**src/rtl/sweep_pkg.sv**
```systemverilog
// Shared types and widths for the truth-table sweeper.
package sweep_pkg;

   // Sweep controller states
   typedef enum logic [1:0] {
      IDLE   = 2'd0,
      DRIVE  = 2'd1,
      SAMPLE = 2'd2,
      RESULT = 2'd3
   } sweep_state_e;

   // Width of the settle down-counter; covers SETTLE_CYCLES up to 255
   localparam int unsigned SETTLE_W = 8;

endpackage : sweep_pkg

```
**src/rtl/settle_timer.sv**
```systemverilog
// Loadable down-counter that measures how long a vector is held before sampling.
module settle_timer
   import sweep_pkg::*;
(
   input  logic                clk,
   input  logic                rst_n,
   input  logic                load_i,
   input  logic [SETTLE_W-1:0] load_val_i,
   input  logic                en_i,
   output logic                done_c
);

   logic [SETTLE_W-1:0] cnt_q;
   logic [SETTLE_W-1:0] cnt_d;

   // Next count: load wins, otherwise count down and stop at zero
   always_comb begin
      cnt_d = cnt_q;
      if (load_i) begin
         cnt_d = load_val_i;
      end else if (en_i && (cnt_q != '0)) begin
         cnt_d = cnt_q - SETTLE_W'(1);
      end
   end

   // Counter register
   always_ff @(posedge clk or negedge rst_n) begin
      if (!rst_n) begin
         cnt_q <= '0;
      end else begin
         cnt_q <= cnt_d;
      end
   end

   assign done_c = (cnt_q == '0);

endmodule : settle_timer

```
**src/rtl/truth_table_sweeper.sv**
```systemverilog
// Drives every input vector into a combinational cone, samples its output,
// builds the truth table and compares it with an expected table.
// Optional macro SWEEP_GRAY_EN: sweep vectors in Gray-code order instead of
// binary order; the table is still indexed by vector value.
module truth_table_sweeper
   import sweep_pkg::*;
#(
   parameter int unsigned N_IN          = 2,
   parameter int unsigned SETTLE_CYCLES = 1
)
(
   input  logic                   clk,
   input  logic                   rst_n,
   input  logic                   start_i,
   input  logic [(1<<N_IN)-1:0]   expected_i,
   output logic [N_IN-1:0]        x_o,
   input  logic                   z_i,
   output logic                   busy_o,
   output logic [(1<<N_IN)-1:0]   table_o,
   output logic                   mismatch_o,
   output logic                   done_valid_o,
   input  logic                   done_ready_i
);

   localparam int unsigned TW          = 1 << N_IN;
   localparam int unsigned IDX_W       = N_IN + 1;
   localparam int unsigned SETTLE_LOAD = (SETTLE_CYCLES > 0) ? (SETTLE_CYCLES - 1) : 0;
   localparam bit          HAS_SETTLE  = (SETTLE_CYCLES > 0);

   sweep_state_e     state_q, state_d;
   logic [IDX_W-1:0] idx_q, idx_d;
   logic [N_IN-1:0]  x_q, x_d;
   logic [TW-1:0]    table_q, table_d;
   logic [TW-1:0]    exp_q, exp_d;
   logic             mismatch_q, mismatch_d;
   logic             done_q, done_d;
   logic             busy_q, busy_d;

   logic             tmr_load_c;
   logic             tmr_en_c;
   logic             tmr_done_c;
   logic [IDX_W-1:0] idx_nxt_c;

   // Map sweep position to the vector value driven on x_o
   function automatic logic [N_IN-1:0] vec_of(input logic [IDX_W-1:0] i);
`ifdef SWEEP_GRAY_EN
      return N_IN'(i ^ (i >> 1));
`else
      return N_IN'(i);
`endif
   endfunction

   // Hold time per vector before its sample cycle
   settle_timer u_settle_timer (
      .clk        (clk),
      .rst_n      (rst_n),
      .load_i     (tmr_load_c),
      .load_val_i (SETTLE_W'(SETTLE_LOAD)),
      .en_i       (tmr_en_c),
      .done_c     (tmr_done_c)
   );

   assign idx_nxt_c = idx_q + IDX_W'(1);

   // Next-state, datapath and output computation for the sweep FSM
   always_comb begin
      state_d    = state_q;
      idx_d      = idx_q;
      x_d        = x_q;
      table_d    = table_q;
      exp_d      = exp_q;
      mismatch_d = mismatch_q;
      done_d     = done_q;
      tmr_load_c = 1'b0;
      tmr_en_c   = 1'b0;

      unique case (state_q)
         IDLE: begin
            if (start_i) begin
               exp_d      = expected_i;
               idx_d      = '0;
               table_d    = '0;
               x_d        = vec_of('0);
               tmr_load_c = HAS_SETTLE;
               state_d    = HAS_SETTLE ? DRIVE : SAMPLE;
            end
         end

         DRIVE: begin
            tmr_en_c = 1'b1;
            if (tmr_done_c) begin
               state_d = SAMPLE;
            end
         end

         SAMPLE: begin
            table_d[vec_of(idx_q)] = z_i;
            if (idx_q == IDX_W'(TW - 1)) begin
               // Result is registered on the edge that enters RESULT
               x_d        = '0;
               mismatch_d = (table_d != exp_q);
               done_d     = 1'b1;
               state_d    = RESULT;
            end else begin
               idx_d      = idx_nxt_c;
               x_d        = vec_of(idx_nxt_c);
               tmr_load_c = HAS_SETTLE;
               state_d    = HAS_SETTLE ? DRIVE : SAMPLE;
            end
         end

         RESULT: begin
            if (done_ready_i) begin
               done_d  = 1'b0;
               state_d = IDLE;
            end
         end

         default: begin
            state_d = IDLE;
         end
      endcase

      busy_d = (state_d != IDLE);
   end

   // State and output registers; reset aborts any sweep in progress
   always_ff @(posedge clk or negedge rst_n) begin
      if (!rst_n) begin
         state_q    <= IDLE;
         idx_q      <= '0;
         x_q        <= '0;
         table_q    <= '0;
         exp_q      <= '0;
         mismatch_q <= 1'b0;
         done_q     <= 1'b0;
         busy_q     <= 1'b0;
      end else begin
         state_q    <= state_d;
         idx_q      <= idx_d;
         x_q        <= x_d;
         table_q    <= table_d;
         exp_q      <= exp_d;
         mismatch_q <= mismatch_d;
         done_q     <= done_d;
         busy_q     <= busy_d;
      end
   end

   assign x_o          = x_q;
   assign table_o      = table_q;
   assign mismatch_o   = mismatch_q;
   assign done_valid_o = done_q;
   assign busy_o       = busy_q;

endmodule : truth_table_sweeper

```
**config.mk**
```make
export PLATFORM = sky130hd
export DESIGN_NAME = truth_table_sweeper
export DESIGN_NICKNAME = d
export VERILOG_FILES = /design/src/rtl/sweep_pkg.sv /design/src/rtl/settle_timer.sv /design/src/rtl/truth_table_sweeper.sv
export SDC_FILE = /design/constraint.sdc
export NUM_CORES = 1
export LEC_CHECK = 0
export CORE_ASPECT_RATIO = 0.6
export CORE_MARGIN = 3
export CORE_UTILIZATION = 49
export DETAILED_ROUTE_END_ITERATION = 16
export PLACE_DENSITY = 0.74
export SYNTH_ARGS = -nofsm -noshare
export SYNTH_HDL_FRONTEND = slang
export SYNTH_SLANG_ARGS = --single-unit
```
**constraint.sdc**
```tcl
create_clock -name clk -period 4.9 [get_ports clk]
set_clock_uncertainty 0.05 [all_clocks]
set_input_delay 0.49 -clock clk [delete_from_list [all_inputs] [get_ports clk]]
set_output_delay 0.49 -clock clk [all_outputs]
set_load 0.03 [all_outputs]
```
==> metrics.log, run 1 <==
[metrics] outcome: finished clean
[metrics] antenna violations before repair: 0
[metrics] iteration count of the initial detailed-routing pass: 4
[metrics] adder and majority cell fraction of the synthesized area: 0.05998
[metrics] maximum frequency from static timing analysis: 0.4478 GHz
[metrics] post-place setup slack: 2739 ps
[metrics] Synth Register Bits: 26
[metrics] number of buffers added by the clock tree synthesis step: 3
[metrics] critical-path cell with the highest stage delay: a21oi_1
[metrics] worst-case setup margin in the final layout: about 2700 ps
[metrics] dominant combinational cell family by area after synthesis: compound AO/OA/AOI/OAI gates
[metrics] total gr overflow: 0
[metrics] Leak Pwr: 0.0007454 uW
[metrics] synthesized instance count: 128
[metrics] number of buffers and inverters on the critical path: 0
[metrics] cell at the root of the clock tree: clkbuf_8
[metrics] Clock Tree Buf Depth: 2
[metrics] count of pins over their slew limit: 0
[metrics] number of H-tree branching levels: 1
[metrics] Vert. Die Dim: 48.29 um
[metrics] Setup Fix Bufs, Post-CTS: 0
[metrics] routed len/inst: 16.25 um
[metrics] largest net degree at the start of global routing: 27
[metrics] starting density of the core: 0.5484
[metrics] net count of the finished layout: approximately 160
[metrics] crit path cell chain: ha_1 > ha_1 > nand2b_1 > a21oi_1 > nand2b_1 > mux2i_1
[metrics] proportion of synthesized chip area in sequential cells: 0.4456
[metrics] quantity of hold-fixing buffers added after cts: 0
[metrics] transition at the pin with the smallest max-transition slack: 773.9 ps
[metrics] reg-to-reg setup timing slack: ~2700 ps
[metrics] worst max-slew margin expressed relative to the limit: 0.4830
[metrics] core outline area: between 2000 and 3000 um2
[metrics] number of max-cap violations: 0
[metrics] full die area: 3693 um2
[metrics] # diodes: 0
[metrics] final count of negative-setup-slack endpoints: 0
[metrics] post-cts gate resize count: 0
[metrics] Unique masters post-synth: 32
[metrics] largest stage delay on the critical path: 560 ps
[metrics] routed vias: ~1100
[metrics] critical path launch point type: register
[metrics] CP endpoint kind: register
[metrics] remaining routing DRC violations: 0
[metrics] RePlAce Congestion: slightly above 0.7
[metrics] power density over the cells: 576.0 nW/um2
[metrics] Netlist Area Pre-Place: 1460 um2
[metrics] Synth Area in XOR/XNOR: 0.04199
[metrics] worst voltage drop across the vdd grid: 383.5 uV
[metrics] clk sinks: 26
[metrics] later-pin clock latency in the skew report: roughly 270 ps
[metrics] count of final hold-check violations: 0
[metrics] I/O pin total: 18
[metrics] Detail Route Antenna Nets: 0
[metrics] Sum Neg Setup Slack: 0 ps
[metrics] first-pass GRT wire length: 5064 um
[metrics] CTS tree: yes
[metrics] WS Path Type: reg -> reg
[metrics] synthesized-area fraction occupied by ao, oa, aoi and oai cells: 0.1594
[metrics] Final period util: 0.4557
[metrics] class of the worst hold path: reg -> reg
[metrics] count of buffers from port buffering: 17
[metrics] fraction of the mapped netlist area in simple logic gates: 0.1560
[metrics] mux share of post-synthesis cell area: 0.1097
[metrics] area growth from synthesis to layout: 18.17%
[metrics] average instance area after synthesis: 11.41 um2
[metrics] number of placement rows: 14
[metrics] required time of the critical path: 5010 ps
[metrics] Overall Power: between 900 and 1000 uW
[metrics] syn nets: 144
[metrics] Die W: 76.48 um
[metrics] largest driver fanout on the critical path: 9
[metrics] share of post-route cells with drive strength above 1: 0.1370
[metrics] number of global-route vias before repair: 1003
[metrics] WL final: slightly above 3000 um
[metrics] setup repair after global routing missed its margin: no
[metrics] ratio of routed vias to standard cells: 5.720
[metrics] clock slew seen by the registers of the worst setup and hold paths: approximately 90 ps
[metrics] total global-route track usage: 0.1858
[metrics] family of cells with the greatest summed delay on the critical path: adder cells
[metrics] yosys warns: 0
[metrics] hpwl dp: between 2000 and 2500 um
[metrics] number of DRC markers after the initial detailed-route iteration: approximately 90
[metrics] clock period minus final worst setup slack: 2233 ps
[metrics] critical path arrival: 2340 ps
## layout by cell type, fill, tap and decap left out, types with 6 or more instances in the layout
master           netlist  layout
nor2_1                10      10
mux2_2                 8       8
clkdlybuf4s50_1        0      17
mux2i_1                7       7
inv_1                  6       6
ha_1                   7       7
a22o_1                 9       9
xnor2_1                7       7
dfrtp_1               26      26
nand2_1                9       9
## sequential cells by signal (all words and copies together), names as in the netlist
register / flops
table_o: 4
busy_o: 1
x_o: 2
state_q: 2
u_settle_timer.cnt_q: 8
exp_q: 4
done_valid_o: 1
idx_q: 3
mismatch_o: 1
## worst paths after layout
path | from | depth (start not counted) | to
max | idx_q[0] | 6 | u_settle_timer.cnt_q[5]
min | mismatch_o | 2 | mismatch_o
max reg2reg | idx_q[0] | 6 | u_settle_timer.cnt_q[5]
min reg2reg | mismatch_o | 2 | mismatch_o
max in group asynchronous | rst_n | 2 | exp_q[1]
min in group asynchronous | rst_n | 2 | done_valid_o
## synthesized netlist by cell type, drive strengths merged
cell	instances	area (um2)
dfrtp	26	650.6
nand3b	3	35.03
nor2	10	37.54
xnor2	7	61.31
a31oi	2	12.51
o31ai	3	22.52
clkbuf	2	7.510
a21o	1	7.510
a21oi	4	20.02
nor2b	2	12.51
mux2i	7	70.07
o21bai	1	7.510
ha	7	87.58
nor3b	1	12.51
inv	6	22.52
nand4b	1	8.760
nand2b	5	33.78
o31a	1	8.760
buf	2	10.01
nand2	9	33.78
a32o	1	10.01
o21ai	2	10.01
nor3	2	10.01
nor4	2	27.53
mux2	8	90.09
a22o	9	78.83
a2111oi	2	55.05
or2	1	6.260
nor4bb	1	10.01
## final cells by class
cell class | count | area (um2)
Inverter | 6 | 22.52
Clock buffer | 4 | 55.05
Timing Repair Buffer | 18 | 177.7
Multi-Input combinational cell | 92 | 769.5
Fill cell | 209 | 937.1
Sequential cell | 26 | 650.6
Tap cell | 40 | 50.05
## cells by family after synthesis
| group | count (synthesis) |
|---|---|
| buffers and inverters | 10 |
| adders and majority gates | 7 |
| muxes | 15 |
| xor gates and xnor gates | 7 |
| and+or+nand+nor | 37 |
| AOI/OAI and AO/OA | 26 |
| DFF | 26 |
## per-stage QoR
stage | utilization | instances | hold slack (ps) | instance area [um2]
CTS | 0.6480 | 186 | 450.6 | 1725
finish | 0.6480 | 186 | 439.9 | 1725
detailed placement | 0.6274 | 182 | 430.6 | 1670
global placement | 0.6274 | 182 | 418.4 | 1670
floorplan | - | 128 | 144.4 | 1460
global route | 0.6480 | 186 | 478.3 | 1725
## power by group
part | internal (uW) | leakage [uW] | switching, uW
clock | 72.0 | 0.0000288 | 69.2
sequential | 283 | 0.000330 | 94.7
combinational | 237 | 0.000387 | 238
total | 592 | 0.000745 | 402
## layer usage
| layer | share of wire | vias to the layer above | global-route usage |
|---|---|---|---|
| met1 | 0.49 | 530 | 0.2543 |
| met4 | 0.014 | 0 | 0.06498 |
| met3 | 0.059 | 6 | 0.05166 |
| li1 | - | 496 | - |
| met2 | 0.43 | 32 | 0.2932 |
| met5 | 0 | - | 0 |
## worst min-delay path, stage by stage (launching register included)
cell and delay [ps]:
dfrtp_1 360, nand2_1 50, o21ai_0 60
No activity file was read; power rests on OpenSTA's default activity.
==> run 2, diff against run 1 <==
==> constraint.sdc (replaced) <==
create_clock -name clk -period 2.1 [get_ports clk]
set_clock_uncertainty 0.05 [all_clocks]
set_input_delay 0.21 -clock clk [delete_from_list [all_inputs] [get_ports clk]]
set_output_delay 0.21 -clock clk [all_outputs]
set_load 0.03 [all_outputs]
==> run 2 against run 1 <==
Compared with the run above: fmax increased by 16%; register-to-register slack got worse by 2500 ps; first-iteration DRC count decreased by 31%; total power increased by 150%; clock power increased to 2.9 times the previous value; sequential share of layout area decreased by 0.83 points; combinational power increased to 2.5 times the previous value; count of clock-buffer cells in the layout decreased by 1; final area increased by 2.2%; worst hold slack got worse by 190 ps; die area unchanged; non-clock buffer count increased by 3; critical path type unchanged; largest cell class unchanged; largest power group unchanged.
==> metrics.log, run 2 (synthesis gave the netlist of run 1 again) <==
[metrics] worst max-slew margin expressed relative to the limit: 0.6161
[metrics] RePlAce Congestion: 0.8704
[metrics] post-cts gate resize count: 0
[metrics] worst voltage drop across the vdd grid: just under 900 uV
[metrics] reg-to-reg endpoint: u_settle_timer.cnt_q[4]
[metrics] hpwl dp: about 2300 um
[metrics] largest reg by FF count: u_settle_timer.cnt_q
[metrics] number of H-tree branching levels: 1
[metrics] largest driver fanout on the critical path: 9
[metrics] critical path launch point type: register
[metrics] required time of the critical path: 2210 ps
[metrics] Vert. Die Dim: 48.29 um
[metrics] number of placement rows: 14
[metrics] Clock Tree Buf Depth: 2
[metrics] CP endpoint kind: register
[metrics] number of DRC markers after the initial detailed-route iteration: 61
[metrics] CTS tree: yes
[metrics] maximum frequency from static timing analysis: roughly 0.52 GHz
[metrics] WL final: a little under 3000 um
[metrics] fraction of power consumed by sequential logic: 0.343
[metrics] ratio of routed vias to standard cells: about 5.4
[metrics] routed len/inst: 15.56 um
[metrics] total gr overflow: 0
[metrics] count of pins over their slew limit: 0
[metrics] iteration count of the initial detailed-routing pass: 4
[metrics] antenna violations before repair: 0
[metrics] I/O pin total: 18
[metrics] transition at the pin with the smallest max-transition slack: ~570 ps
[metrics] starting density of the core: 0.5484
[metrics] # diodes: 0
[metrics] share of post-route cells with drive strength above 1: 0.1544
[metrics] full die area: between 3000 and 4000 um2
[metrics] Detail Route Antenna Nets: 0
[metrics] crit path cell chain: ha_1 > ha_1 > nand2b_1 > a21oi_1 > buf_4 > nor2_1
[metrics] clock slew seen by the registers of the worst setup and hold paths: ~90 ps
[metrics] final count of negative-setup-slack endpoints: 0
[metrics] number of max-cap violations: 0
[metrics] Die W: 76.48 um
[metrics] number of buffers added by the clock tree synthesis step: 3
[metrics] setup repair after global routing missed its margin: no
[metrics] clk sinks: 26
[metrics] number of global-route vias before repair: 1065
[metrics] count of buffers from port buffering: 17
[metrics] Setup Fix Bufs, Post-CTS: 0
[metrics] source of the worst register-to-register timing path: idx_q[0]
[metrics] length in cells of the worst reg-to-reg path: 6
[metrics] CP Capture Point: u_settle_timer.cnt_q[4]
[metrics] WS Path Type: reg -> reg
[metrics] later-pin clock latency in the skew report: between 200 and 300 ps
[metrics] number of flip-flops under the largest register name: 8
[metrics] area growth from synthesis to layout: 20.82%
[metrics] Int Power: 1506 uW
[metrics] Sum Neg Setup Slack: 0 ps
[metrics] filler cell count in the final layout: 210
[metrics] remaining routing DRC violations: 0
[metrics] Leak Pwr: between 0.0007 and 0.0008 uW
[metrics] critical path arrival: 2030 ps
[metrics] first-pass GRT wire length: 5078 um
[metrics] outcome: finished clean
[metrics] largest stage delay on the critical path: 450 ps
[metrics] Switching Fraction: 0.3850
[metrics] fraction of power consumed by combinational cells: 0.490
[metrics] most common cell after layout, fill and taps aside: dfrtp_1
[metrics] net count of the finished layout: 166
[metrics] quantity of hold-fixing buffers added after cts: 0
[metrics] count of final hold-check violations: 0
[metrics] net switching power figure: 942.6 uW
[metrics] total global-route track usage: 0.1816
[metrics] class of the worst hold path: in -> async
[metrics] Final period util: 0.9133
[metrics] Clk network pwr share: 0.167
[metrics] power density over the cells: 1388 nW/um2
[metrics] core outline area: 2663 um2
[metrics] most prevalent standard cell on the critical path: ha_1
[metrics] area of placed instances: about 1700 um2
[metrics] critical-path cell with the highest stage delay: dfrtp_1
[metrics] startpoint of the most critical setup path: idx_q[0]
[metrics] total non-filler cell area in the finished layout: 1764 um2
[metrics] reg-to-reg setup timing slack: 180 ps
[metrics] clock period minus final worst setup slack: around 1900 ps
[metrics] routed vias: 1017
[metrics] cell at the root of the clock tree: clkbuf_8
[metrics] largest net degree at the start of global routing: 27
[metrics] most used cells in the layout excluding fill and tap cells: 26 x dfrtp_1, 17 x clkdlybuf4s50_1, 10 x nor2_1
## run 2: layer usage
metal / global-route usage / routed length, um / vias up
li1: - / - / 500
met1: 0.2535 / 1579 / 497
met2: 0.3002 / 1244 / 18
met3: 0.04428 / 105 / 2
met4: 0.03249 / 12 / 0
met5: 0 / 0 / -
## run 2: how the worst min path moves through the flow
stage,from,end,depth (start not counted)
2_1_floorplan,rst_n,busy_o,0
3_3_place_gp,mismatch_o,mismatch_o,2
3_5_place_dp,x_o[0],x_o[0],1
4_1_cts,rst_n,exp_q[3],2
5_1_grt,rst_n,exp_q[3],2
6_report,rst_n,exp_q[3],2
## run 2: metrics by stage
| step | hold slack (ps) | worst slack [ps] | util | cells | total power [uW] |
|---|---|---|---|---|---|
| 3_5_place_dp | 436.5 | 230.8 | 0.6358 | 185 | 2047 |
| 3_3_place_gp | 410.6 | 231.8 | 0.6358 | 185 | 2007 |
| 4_1_cts | 261.9 | 207.5 | 0.6626 | 189 | 2470 |
| 6_report | 252.4 | 182.2 | 0.6626 | 189 | 2448 |
| 2_1_floorplan | -135.6 | 219.8 | - | 128 | 1647 |
| 5_1_grt | 277.1 | 65.30 | 0.6626 | 189 | 2613 |
## run 2: power groups by stage
stage               combinational [uW]  clock, uW  sequential, uW
global route                      1300        443             871
finish                            1200        408             840
floorplan                          710          0             937
global placement                  1170          0             835
CTS                               1200        424             841
detailed placement                1190          0             852
## run 2: critical path, delay by kind of cell (launching register included)
kind	cells	cell delay, ps
adders and majority gates	2	600
and+or+nand+nor	2	240
AOI/OAI and AO/OA	1	260
buffers and inverters	1	210
DFF	1	450
## run 2: cell type report
| class | instances | area (um2) | share of cell area |
|---|---|---|---|
| Clock buffer | 3 | 41.29 | 0.02340 |
| Clock inverter | 1 | 30.03 | 0.01702 |
| Inverter | 6 | 22.52 | 0.01277 |
| Multi-Input combinational cell | 92 | 769.5 | 0.4362 |
| Sequential cell | 26 | 650.6 | 0.3688 |
| Tap cell | 40 | 50.05 | 0.02837 |
| Timing Repair Buffer | 21 | 200.2 | 0.1135 |
==> run 3, diff against run 2 <==
--- a/config.mk
+++ b/config.mk
@@ -5,11 +5,13 @@
 export SDC_FILE = /design/constraint.sdc
 export NUM_CORES = 1
 export LEC_CHECK = 0
+export CELL_PAD_IN_SITES_DETAIL_PLACEMENT = 2
+export CELL_PAD_IN_SITES_GLOBAL_PLACEMENT = 2
 export CORE_ASPECT_RATIO = 0.6
-export CORE_MARGIN = 3
-export CORE_UTILIZATION = 49
+export CORE_MARGIN = 4
+export CORE_UTILIZATION = 36
 export DETAILED_ROUTE_END_ITERATION = 16
-export PLACE_DENSITY = 0.74
+export PLACE_DENSITY = 0.8
 export SYNTH_ARGS = -nofsm -noshare
 export SYNTH_HDL_FRONTEND = slang
 export SYNTH_SLANG_ARGS = --single-unit
==> run 3 against run 2 <==
Compared with the run above: die area grew 40%; count of clock-buffer cells in the layout is the same; total power shrank 3.4%; utilization shrank 20 points; non-clock buffer count grew 1; largest cell class unchanged; final cell count grew 3.7%; sequential power shrank 2%; sequential cell count is the same; final area shrank 0.57%; sequential share of layout area grew 0.21 points; wire length grew 25%.
==> metrics.log, run 3 (synthesis gave the netlist of run 1 again) <==
[metrics] critical path arrival: 2030 ps
[metrics] filler cell count in the final layout: 400
[metrics] area growth from synthesis to layout: 20.14%
[metrics] hpwl dp: 2916 um
[metrics] net count of the finished layout: ~170
[metrics] worst max-slew margin expressed relative to the limit: 0.6075
[metrics] clk sinks: 26
[metrics] count of pins over their slew limit: 0
[metrics] # diodes: 0
[metrics] most common cell after layout, fill and taps aside: dfrtp_1
[metrics] class of the worst hold path: in -> async
[metrics] number of DRC markers after the initial detailed-route iteration: 36
[metrics] later-pin clock latency in the skew report: about 270 ps
[metrics] cell at the root of the clock tree: clkbuf_8
[metrics] count of buffers from port buffering: 17
[metrics] number of flip-flops under the largest register name: 8
[metrics] antenna violations before repair: 0
[metrics] clock slew seen by the registers of the worst setup and hold paths: about 80 ps
[metrics] final count of negative-setup-slack endpoints: 0
[metrics] number of H-tree branching levels: 1
[metrics] RePlAce Congestion: 0.7442
[metrics] utilization after layout: 0.4633
[metrics] largest net degree at the start of global routing: 27
[metrics] most used cells in the layout excluding fill and tap cells: 26 x dfrtp_1, 17 x clkdlybuf4s50_1, 10 x nor2_1
[metrics] clock period minus final worst setup slack: 1924 ps
[metrics] largest driver fanout on the critical path: 5
[metrics] number of max-cap violations: 0
[metrics] critical path launch point type: register
[metrics] Detail Route Antenna Nets: 0
[metrics] number of placement rows: 17
[metrics] Leak Pwr: 0.0007577 uW
[metrics] routed len/inst: 18.71 um
[metrics] power density over the cells: 1348 nW/um2
[metrics] number of buffers added by the clock tree synthesis step: 3
[metrics] Setup Fix Bufs, Post-CTS: 0
[metrics] CTS tree: yes
[metrics] maximum frequency from static timing analysis: between 0.5 and 0.6 GHz
[metrics] Final period util: 0.9160
[metrics] full die area: slightly above 5000 um2
[metrics] first-pass GRT wire length: 6403 um
[metrics] largest reg by FF count: u_settle_timer.cnt_q
[metrics] routed vias: 1064
[metrics] outcome: finished clean
[metrics] total gr overflow: 0
[metrics] required time of the critical path: 2210 ps
[metrics] Clock Tree Buf Depth: 2
[metrics] WL final: between 3000 and 4000 um
[metrics] total global-route track usage: 0.1581
[metrics] quantity of hold-fixing buffers added after cts: 0
[metrics] post-cts gate resize count: 0
[metrics] count of final hold-check violations: 0
[metrics] starting density of the core: 0.3857
[metrics] CP endpoint kind: register
[metrics] transition at the pin with the smallest max-transition slack: 587.5 ps
[metrics] Sum Neg Setup Slack: 0 ps
[metrics] share of post-route cells with drive strength above 1: 0.1611
[metrics] worst voltage drop across the vdd grid: roughly 590 uV
[metrics] ratio of routed vias to standard cells: 5.429
[metrics] WS Path Type: reg -> reg
[metrics] number of global-route vias before repair: 1186
[metrics] setup repair after global routing missed its margin: no
[metrics] iteration count of the initial detailed-routing pass: 4
[metrics] I/O pin total: 18
[metrics] remaining routing DRC violations: 0
[metrics] Vert. Die Dim: 57.33 um
[metrics] Die W: between 90 and 100 um
[metrics] core outline area: 3786 um2
-- run 3: cell count changes in the layout (fill, tap and decap cells not counted), sizes merged --
cell	before	now
buf	4	5
bufinv	1	0
-- run 3: worst paths after layout --
check | startpoint | end | slack [ps] | cells past startpoint
max in group asynchronous | rst_n | u_settle_timer.cnt_q[0] | 1460 | 2
setup / recovery | u_settle_timer.cnt_q[1] | u_settle_timer.cnt_q[0] | 180 | 6
hold / removal | rst_n | table_o[0] | 270 | 2
hold reg to reg | x_o[1] | x_o[1] | 470 | 1
min in group clk | x_o[1] | x_o[1] | 470 | 1
setup reg to reg | u_settle_timer.cnt_q[1] | u_settle_timer.cnt_q[0] | 180 | 6
-- run 3: metrics by stage --
step | setup WS (ps) | cells | power, uW | area (um2) | hold WS (ps)
6_report | 176.4 | 196 | 2364 | 1754 | 269.4
5_1_grt | 28.62 | 196 | 2554 | 1754 | 319.9
4_1_cts | 132.5 | 196 | 2392 | 1750 | 284.9
3_5_place_dp | 178.9 | 193 | 2103 | 1709 | 448.6
3_3_place_gp | 237.0 | 193 | 2040 | 1709 | 418.4
2_1_floorplan | 219.8 | 128 | 1647 | 1460 | -135.6
-- run 3: critical path: stages (launching register included) --
cell and delay (ps):
dfrtp_1 410, inv_1 120, ha_1 190, nor2b_1 500, a31oi_1 270, xnor2_1 210
nor2_1 60
-- run 3: cell type report --
class	count	area (um2)	share of cell area
Inverter	6	22.52	0.01284
Sequential cell	26	650.6	0.3709
Multi-Input combinational cell	92	773.2	0.4408
Timing Repair Buffer	22	207.7	0.1184
Clock buffer	3	41.29	0.02354
Tap cell	47	58.81	0.03352
-- run 3: power breakdown --
| part | internal (uW) | switching, uW | total (uW) |
|---|---|---|---|
| logic | 604 | 661 | 1270 |
| clock network | 128 | 147 | 276 |
| registers | 662 | 161 | 823 |
| total | 1390 | 970 | 2360 |
-- run 3: per-layer routing --
metal / wire (um) / vias up / global-route usage
li1: - / 508 / -
met1: 1886 / 539 / 0.2341
met2: 1629 / 17 / 0.2399
met3: 152 / 0 / 0.03557
met4: 0 / 0 / 0.02614
met5: 0 / - / 0
==> edit 1: new RTL, settings of run 3 <==
The package constant `SETTLE_W` goes from 8 to 6.
--- a/src/rtl/sweep_pkg.sv
+++ b/src/rtl/sweep_pkg.sv
@@ -12,3 +12,3 @@
    // Width of the settle down-counter; covers SETTLE_CYCLES up to 255
-   localparam int unsigned SETTLE_W = 8;
+   localparam int unsigned SETTLE_W = 6;
 
Behaviour: no difference found for any inputs over 10 cycles, from zero or initial values and one cycle with rst_n low; that may be too few to reach the edited logic, so the function may still have changed.
==> edit 1 against run 3 <==
Utilization grew 0.097 points. Count of clock-buffer cells in the layout is the same. Sequential share of layout area grew 1.4 points. Wire length shrank 7.7%. Global-route usage grew 0.80 points. Setup slack gained 0.11 ns. Area after synthesis shrank 11%. Worst hold slack lost 0.013 ns. Power shrank 5.4%. Sequential cell count shrank 2. Design area shrank 11%. Non-clock buffer count shrank 3. Critical path depth shrank 1. Critical path type unchanged. Largest cell class unchanged.
==> edit 1: results (changes against run 3) <==
[final_layout]
fillers=354  ; -12%
seqCellArea_um2=601  ; -7.7%
buffers=19  ; -14%
multi_input_comb_area_um2=656  ; -15%
multi_input_gates=81  ; -12%
drive_above_1_share_pct=15.0  ; -1.1 points

[pwr]
leakagePower_nw=0.665  ; -12%
ir_worst_vdd_uv=626  ; +5.3%

[routing]
wl_met3_um=104  ; -32%
wl_met2_um=1650  ; +0.98%
highest_layer=met4
drt_iter0_drc=40  ; +11%
first_pass_iters=3  ; -1
via_per_inst=5.29  ; -2.5%
drt-met1-wl_um=1630  ; -14%
drt_wl_total_um=3390  ; -7.7%

[global_routing]
gr-usage-met3_pct=3.91  ; +0.35 points
grt_pass1_vias=1107  ; -6.7%
grt_pass1_wl_um=5780  ; -9.8%
grt_max_degree=25  ; -7.4%
use_met2_pct=29.1  ; +5.1 points
track_usage_pct=16.6  ; +0.80 points

[logic_synthesis]
synth_area_leaders=dfrtp_1 46%, mux2_2 6.9%, ha_1 6.7%, mux2i_1 5.4%, nand2_1 2.9%
seq_area_frac_synth_pct=46.1  ; +1.5 points
post_synth_num_cell_types=34  ; +6.3%
syn_nets=131  ; -9.0%
ys_top_cells_by_count=24 x dfrtp_1, 10 x nand2_1, 8 x mux2_2
synth_cells=115  ; -10%

[clock_network]
cts_sinks=24  ; -7.7%

[critical_path]
r2r_cells=5  ; -1
r2r_end=u_settle_timer.cnt_q[5]
worst-path-max-fanout=10  ; +5
crit_arrival_ns=1.95  ; -0.08 ns

[placement]
place_area_um2=1520  ; -11%

[timing]
holdWs_ns=0.256  ; -0.0131 ns
worstMarginPinSlew_ns=0.661  ; +0.0735 ns

[status]
status=finished clean

==> edit 1: cell types whose count changed after synthesis, moves of 3 or more <==
cell and delta:
nor2_1 -7, xnor2_1 -3, nand3_1 +3, a22o_1 -5
nand2b_1 -3, o21ai_0 +4
==> edit 1: worst max-delay path, cell delays in order (launching register included) <==
cell     delay (ns)
dfrtp_1        0.44
ha_1           0.26
ha_1           0.33
a21o_1         0.38
nand2_1        0.14
mux2i_1        0.14
==> edit 1: cells by family after synthesis <==
group	count (synthesis)	share of synthesized area (%)
adder cells (fa/ha/maj)	7	6.72
XOR/XNOR	5	3.36
multiplexers	15	12.3
buffers and inverters	10	3.65
AO/OA/AOI/OAI	26	15.3
AND/OR/NAND/NOR	28	12.7
flip-flops	24	46.1
==> edit 1: where the power goes <==
part           internal (mW)  switching (mW)
Combinational          0.508           0.560
Clock                  0.128           0.147
Sequential             0.650           0.244
==> edit 2: new RTL, flow settings as in run 3 <==
Made on the original files. Make the reset (`rst_n`) synchronous in 2 clocked blocks.
--- a/src/rtl/settle_timer.sv
+++ b/src/rtl/settle_timer.sv
@@ -26,3 +26,3 @@
    // Counter register
-   always_ff @(posedge clk or negedge rst_n) begin
+   always_ff @(posedge clk) begin
       if (!rst_n) begin
--- a/src/rtl/truth_table_sweeper.sv
+++ b/src/rtl/truth_table_sweeper.sv
@@ -127,3 +127,3 @@
    // State and output registers; reset aborts any sweep in progress
-   always_ff @(posedge clk or negedge rst_n) begin
+   always_ff @(posedge clk) begin
       if (!rst_n) begin
Behaviour: differs if rst_n is asserted again (counterexample within 4 cycles, from zero or initial values and one cycle with rst_n low); with rst_n held inactive, the same outputs for 10 cycles.
==> edit 2 against run 3 <==
Critical path depth is 3 lower. Design area fell by 7.5%. Cell count rose by 6.6%. Sequential cell count stayed put. Via count increased by 1.4%. First-iteration DRC count is 8.3% higher. Setup slack improved by 0.032 ns. Area after synthesis decreased by 9.4%. Wire length up 7.4%.
Power is not compared: it rests on default switching activity, and its combinational part moved more than twofold at a synthesized area within 25%.
==> edit 2: results (changes against run 3) <==
[clock_network]
ctsHoldBuffers=0  ; unchanged
numCtsBuffers=3  ; unchanged
worstSkewPairLatency_ns=0.28
cts_setup_buffers=0  ; unchanged
htreeDepth=1  ; unchanged
clockRootBuffer=clkbuf_8
cts.clk_slew.worst_paths_ns=0.10  ; +0.02 ns
cts.path.max_buffers=2  ; unchanged

[logic_synthesis]
syn_nets=161  ; +12%
post_synth_num_cell_types=33  ; +3.1%
synth_area_leaders=dfxtp_1 39%, mux2i_1 9.1%, ha_1 6.6%, nor2b_1 5.2%, nor2_1 4.0%
ys_top_cells_by_count=26 x dfxtp_1, 14 x nor2_1, 12 x mux2i_1
seq_area_frac_synth_pct=39.4  ; -5.2 points
yosys_warnings=0  ; unchanged
async_flop_share_pct=0  ; -100 points
synth_ff_type=dfxtp_1

[global_routing]
grt_pass1_wl_um=6300  ; -1.6%
track_usage_pct=18.2  ; +2.4 points
grt_max_degree=17  ; -37%
grt_pass1_vias=1162  ; -2.0%
antenna_found_initial=0  ; unchanged

[routing]
wl_per_cell_um=18.8  ; +0.68%
drt_iter0_drc=39  ; +8.3%
first_pass_iters=4  ; unchanged
via_per_inst=5.16  ; -4.9%

[status]
status=finished clean

[timing]
relSlewSlack_pct=60.8  ; +0.088 points

[pwr]
ir_worst_vdd_uv=310
switching_share_pct=24.8
leakagePower_nw=0.594

[critical_path]
startpoint=state_q[0]
worst_path_largest_cell_delay_ns=0.60  ; +0.10 ns
worst-path-max-fanout=13  ; +8
critPathTopFamily=simple AND/OR/NAND/NOR gates
crit_slowest_cell=dfxtp_1

[min_path]
hp-start=u_settle_timer.cnt_q[1]
hold_class=flop to flop

[final_layout]
nets=181  ; +8.4%
largest-register=u_settle_timer.cnt_q
drive_above_1_share_pct=7.32  ; -8.8 points
largest_reg_flops=8  ; unchanged
diodes=0  ; unchanged

[placement]
portBuffers=17  ; unchanged
gp_congestion=0.781  ; +4.9%
dp_hpwl_um=2970  ; +1.9%

## edit 2: changes by cell type in the layout (fill, tap and decap cells not counted), moves of 6 or more
| cell | before | now |
|---|---|---|
| a22o_1 | 9 | 0 |
| a21boi_0 | 0 | 6 |
| dfrtp_1 | 26 | 0 |
| dfxtp_1 | 0 | 26 |
| nor2b_1 | 2 | 11 |
| nand3_1 | 0 | 8 |
| mux2_2 | 8 | 0 |
## edit 2: routing by layer
metal	share of wire (%)	global-route usage, %	up-vias
li1	-	-	539
met1	51	23.8	520
met2	45	31.1	16
met3	3.1	4.14	4
met4	0.94	4.66	0
met5	0	0	-
## edit 2: area by class of cell
class	count	area, um2
sequential	26	520
tap	45	56.3
multi-input combinational	108	763
timing repair buffer	19	185
fill	383	1760
inverter	7	26.3
clock inverter	1	30.0
clock buffer	3	41.3
## edit 2: metrics by stage
step | instance area, um2 | worst slack (ns) | util, % | instances
after floorplan | 1320 | 0.525 | - | 145
after global routing | 1620 | 0.0479 | 48.0 | 209
after global placement | 1550 | 0.301 | 45.7 | 205
after detailed placement | 1550 | 0.227 | 45.7 | 205
final | 1620 | 0.208 | 48.0 | 209
after CTS | 1620 | 0.123 | 47.8 | 209
## edit 2: worst paths after layout
| path | slack [ns] | depth (start not counted) | endpoint |
|---|---|---|---|
| max reg2reg | 0.21 | 3 | u_settle_timer.cnt_q[5] |
| min | 0.48 | 2 | u_settle_timer.cnt_q[1] |
| max | 0.21 | 3 | u_settle_timer.cnt_q[5] |
| min reg2reg | 0.48 | 2 | u_settle_timer.cnt_q[1] |
## edit 2: logic make-up (layout without fill, tap and decap cells)
family	Yosys count	count (layout)	synth area share (%)
flip-flops	26	26	39.4
XOR/XNOR	8	8	5.30
AND/OR/NAND/NOR	54	54	23.2
buffers and inverters	11	30	3.31
AO/OA/AOI/OAI	27	27	13.2
adder cells (fa/ha/maj)	7	7	6.62
multiplexers	12	12	9.08
## edit 2: power groups by stage
stage / Sequential (mW) / Combinational [mW] / Clock [mW]
after floorplan: 0.536 / 0.0925 / 0
after global placement: 0.539 / 0.139 / 0
after detailed placement: 0.541 / 0.145 / 0
after CTS: 0.530 / 0.147 / 0.437
after global routing: 0.534 / 0.158 / 0.460
final: 0.529 / 0.147 / 0.428
## edit 2: timing repair
item,in CTS,in global routing
endpoints found under the hold margin,0,0
resized for setup,0,1
endpoints found under the setup margin,0,2
## edit 2: tightest hold or removal path: cells and delay by family (launching register included)
family | cells | cell delay, ns
AO/OA/AOI/OAI | 1 | 0.05
AND/OR/NAND/NOR | 1 | 0.10
flip-flops | 1 | 0.33
